--- src/rtl/lift_step_timer.sv ---
// Step-period prescaler for the lift shaft model.
//   clock : system clock
//   reset : synchronous, active-high
//   clear : restart the period at count 0 (wins over run)
//   run   : advance the count this cycle
//   tick  : one-cycle pulse in the last cycle of each period while running
// tick is purely a function of the count and run, never of clear, so the
// FSM may derive clear from a decision that itself looks at tick.
module lift_step_timer #(
  parameter int STEP_DIV = 50000
) (
  input  logic clock,
  input  logic reset,
  input  logic clear,
  input  logic run,
  output logic tick
);

  localparam int CNT_W = (STEP_DIV > 1) ? $clog2(STEP_DIV) : 1;
  localparam logic [CNT_W-1:0] CNT_LAST = CNT_W'(STEP_DIV - 1);

  logic [CNT_W-1:0] cnt_q;
  logic [CNT_W-1:0] cnt_d;

  // NOTE: every always_comb output gets a default first, so no path
  // through the block leaves it unassigned and no latch is inferred.
  always_comb begin
    cnt_d = cnt_q;
    if (clear) begin
      cnt_d = '0;
    end else if (run) begin
      cnt_d = (cnt_q == CNT_LAST) ? '0 : cnt_q + 1'b1;
    end
  end

  // NOTE: sequential state is written with <= only, so every register
  // samples the pre-edge values of the others regardless of statement order.
  always_ff @(posedge clock) begin
    if (reset) begin
      cnt_q <= '0;
    end else begin
      cnt_q <= cnt_d;
    end
  end

  assign tick = run && (cnt_q == CNT_LAST);

endmodule

--- config.mk ---
export PLATFORM = sky130hd
export DESIGN_NAME = lift_step_timer
export DESIGN_NICKNAME = d
export VERILOG_FILES = /design/src/rtl/lift_step_timer.sv
export SDC_FILE = /design/constraint.sdc
export NUM_CORES = 1
export LEC_CHECK = 0
export CORE_MARGIN = 5
export CORE_UTILIZATION = 54
export DETAILED_ROUTE_END_ITERATION = 16
export HOLD_SLACK_MARGIN = 0.12
export PLACE_DENSITY = 0.72
export SLEW_MARGIN = 20
export SYNTH_ARGS = -nofsm -noshare
export SYNTH_HDL_FRONTEND = slang
export SYNTH_SLANG_ARGS = --single-unit
--- constraint.sdc ---
create_clock -name clock -period 2.65 [get_ports clock]
set_clock_uncertainty 0.1 [all_clocks]
set_input_delay 0.53 -clock clock [delete_from_list [all_inputs] [get_ports clock]]
set_output_delay 0.53 -clock clock [all_outputs]
set_load 0.02 [all_outputs]
==> results by group <==
Worst setup path
  • Data required time at the worst endpoint: around 2.0 ns
  • Critical path launch point type: register
  • WS Path Type: reg2out
  • Delay of the slowest cell on the worst path: 0.55 ns
  • Category of the worst setup path capture point: output pin
  • Cell with the largest stage delay on the worst path: sky130_fd_sc_hd__or4_4
  • Number of cells traversed by the worst register-to-register path: 6
  • Peak fanout along the critical path: 2
  • Launching point of the worst reg2reg path: cnt_q[11]
  • Arrival time worst endpoint: between 1.5 and 2 ns
  • Reg-to-Reg End: cnt_q[8]
  • Cells along the critical path: or4b_4, or4_4, nor3_4, buf_6
  • Setup slack of the most critical reg-to-reg path: approximately 0.18 ns

Floorplanning
  • Die Span Y: 47.0 um
  • Die Footprint: approximately 0.0022 mm2
  • Width of the chip: roughly 47 um
  • Initial standard-cell utilization of the core: 0.569
  • Standard-cell row count: 13
  • Core Box Area: between 0.001 and 0.0015 mm2
  • I/O pins: 5

Layout
  • Area taken by multi-input logic gates: 413 um2
  • Biggest register: cnt_q
  • Final core occ: 0.688
  • Ratio of cells with drive above 1 in the final layout: 0.204
  • Number of nets at the end of the flow: between 100 and 150
  • Number of flip-flops under the largest register name: 16
  • Post-layout instance count excluding filler cells: 113
  • Combined flip-flop and latch cell area: ~320 um2
  • Regs by FF count: cnt_q x16
  • Number of inserted diodes: 0
  • Syn-to-layout area delta: 20.9%
  • Fillers: 128

Job
  • # Max-Cap Violations: 0

Route
  • Met2 Routed Length: a little over 700 um
  • Detail Route Antenna Nets: 0
  • Routed length on met3: a little over 60 um
  • Number of optimization iterations in the first detailed-route pass: 4
  • Iteration-0 DRC Markers: 8
  • Via count: 602
  • Topmost layer with routed signal wires: met4
  • Mean routed wirelength per cell: between 10 and 15 um
  • DRT Wirelength: 1470 um
  • Metal1 wirelength: approximately 670 um
  • Via density: roughly 5.3
  • Post-route DRC: 0

Clock tree
  • Clk pin slew, worst setup/hold paths: 0.09 ns
  • TritonCTS buffer count: 3
  • H-tree lvl count: 1
  • Clock tree from TritonCTS: done
  • # hold bufs at CTS: 0
  • Root cell of the clock tree: sky130_fd_sc_hd__clkbuf_4
  • Clk_lat worst skew: around 0.28 ns
  • Number of buffers between clock root and the deepest sink: 2
  • Number of sinks driven by the clock tree: 16

Global routing
  • Maximum number of pins on one net before global-route repair: 10
  • Gr usage total: 0.170
  • Global route overflow: 0
  • Antenna violations before repair: 0
  • Wire length of the first global-routing pass: 2550 um
  • Via count of the first global-routing pass: 584

Pwr
  • Tot Pwr: approximately 0.38 mW
  • Share of power burned in combinational logic: 0.044
  • Power share of the clock group: 0.321
  • Peak supply drop: approximately 0.00029 V
  • Internal power: slightly above 0.3 mW
  • Net switching power: 0.0789 mW
  • Cell area power density: 426 mW/mm2
  • Leakage power: around 0.3 nW
  • Share of total power in sequential cells: 0.635
  • Switching share of total power: 0.207

Synthesis
  • Most common cell in the synthesized netlist: sky130_fd_sc_hd__nor2_1
  • Ys async rst share: 0
  • Dominant synthesized flop cell: sky130_fd_sc_hd__dfxtp_1
  • Net count of the mapped netlist: 89
  • Post-synthesis instance area: 741 um2
  • Library cell with the largest summed area after synthesis: sky130_fd_sc_hd__dfxtp_1
  • Yosys warning count: 0
  • Sequential fraction of the synthesis area: 0.432
  • Cell types with the highest counts after synthesis: sky130_fd_sc_hd__nor2_1, sky130_fd_sc_hd__dfxtp_1, sky130_fd_sc_hd__xnor2_1, sky130_fd_sc_hd__nand2_1, sky130_fd_sc_hd__nand4_1
  • Register bit count reported by yosys: 16
  • Main area contributors after synthesis: sky130_fd_sc_hd__dfxtp_1, sky130_fd_sc_hd__xnor2_1, sky130_fd_sc_hd__nor2_1
  • Number of flops mapped to enable cells by yosys: 0
  • Post-synthesis cell type count: 17
  • Cells after Synth: 84
  • Synthesized area per cell: around 9 um2
  • Top cell type's share of synthesized area: 0.432

Placed design
  • Worst slack after detailed placement: -0.143 ns
  • Final weighted congestion in routability-driven placement: 0.741
  • Placed instance count: 108
  • Quantity of I/O buffers inserted on ports: 4
  • Final HPWL from detailed placement: between 1000 and 1500 um

Status
  • Result of the run: finished clean

Timing
  • Final setup viols: 0
  • Highest clock rate: ~390 MHz
  • Crit path time final: ~2.6 ns
  • Worst Slack Setup Final: 0.0766 ns
  • Final hold vios: 0
  • Fraction of the cycle the final worst path needs: 0.971
  • Worst slew pin tran: between 0.4 and 0.5 ns
  • Slew Limit Headroom: 0.726
  • Pins over their slew limit: 0

Worst hold path
  • Hold Crit Start: cnt_q[15]
  • Hold worst-path end: cnt_q[15]
  • Worst hold path cell count: 2
  • Type of the most critical hold path: reg2reg
logic make-up (layout without fill, tap and decap cells):
family / after synthesis / after routing / share of synthesized area
flops: 16 / 16 / 0.432
compound gates: 1 / 1 / 0.0287
simple gates: 46 / 46 / 0.301
buf+inv: 4 / 18 / 0.0304
xor+xnor: 15 / 15 / 0.177
mux: 1 / 1 / 0.0135
fa+ha+maj: 1 / 1 / 0.0169
worst max path at each step:
| stage | to | depth (start not counted) | start |
|---|---|---|---|
| after floorplan | tick | 3 | cnt_q[12] |
| after global placement | tick | 4 | cnt_q[11] |
| after detailed placement | tick | 4 | cnt_q[11] |
| after CTS | tick | 4 | cnt_q[11] |
| after global routing | tick | 4 | cnt_q[11] |
| final | tick | 4 | cnt_q[11] |
through the flow:
stage / TNS [ns] / area [um2] / hold WS (ns)
finish: 0 / 896 / 0.434
global route: -0.000941 / 896 / 0.483
CTS: 0 / 863 / 0.440
detailed placement: -0.143 / 841 / 0.418
global placement: -0.108 / 841 / 0.404
floorplan: 0 / 741 / 0.384
worst max-delay path: cells and delay by family (launching register included):
family | cells | cell delay, ns
buf+inv | 1 | 0.14
flops | 1 | 0.33
simple gates | 3 | 1.20
what timing repair did:
item / in CTS / in global routing
pin swaps: 0 / 2
gates resized for setup: 6 / 5
endpoints found under the setup margin: 1 / 1
setup buffers: 0 / 2
placed cells by master (no fill, tap or decap):
cell / instances
sky130_fd_sc_hd__nor4_1: 4
sky130_fd_sc_hd__inv_1: 1
sky130_fd_sc_hd__nor2_1: 21
sky130_fd_sc_hd__or4b_2: 1
sky130_fd_sc_hd__dfxtp_1: 15
sky130_fd_sc_hd__buf_4: 10
sky130_fd_sc_hd__dfxtp_2: 1
sky130_fd_sc_hd__xor2_1: 3
sky130_fd_sc_hd__clkbuf_4: 3
sky130_fd_sc_hd__xnor2_1: 12
sky130_fd_sc_hd__o31ai_4: 1
sky130_fd_sc_hd__nand2_1: 8
sky130_fd_sc_hd__or4b_4: 1
sky130_fd_sc_hd__mux2i_1: 1
sky130_fd_sc_hd__or4_4: 1
sky130_fd_sc_hd__ha_1: 1
sky130_fd_sc_hd__nand4_1: 6
sky130_fd_sc_hd__nor3_4: 1
sky130_fd_sc_hd__clkdlybuf4s50_1: 3
sky130_fd_sc_hd__buf_6: 1
sky130_fd_sc_hd__nor3_1: 3
power groups by stage:
stage	combinational (mW)	clock, mW	sequential [mW]
2_1_floorplan	0.0102	0	0.248
3_3_place_gp	0.0164	0	0.248
3_5_place_dp	0.0170	0	0.248
4_1_cts	0.0172	0.131	0.242
5_1_grt	0.0186	0.142	0.243
6_report	0.0170	0.123	0.242
metal layers:
layer	vias to the layer above	global-route usage
met5	-	0
met4	0	0.116
met3	4	0.0230
met2	14	0.279
met1	269	0.203
li1	315	-
layout make-up:
type                    count  share of cell area
multi-input cells          64               0.461
flip-flops and latches     16               0.359
repair buffers             14               0.130
clock buffers               3              0.0251
well taps                  15              0.0209
inverters                   1             0.00419
Note: power is estimated with default switching activity, not from simulation.
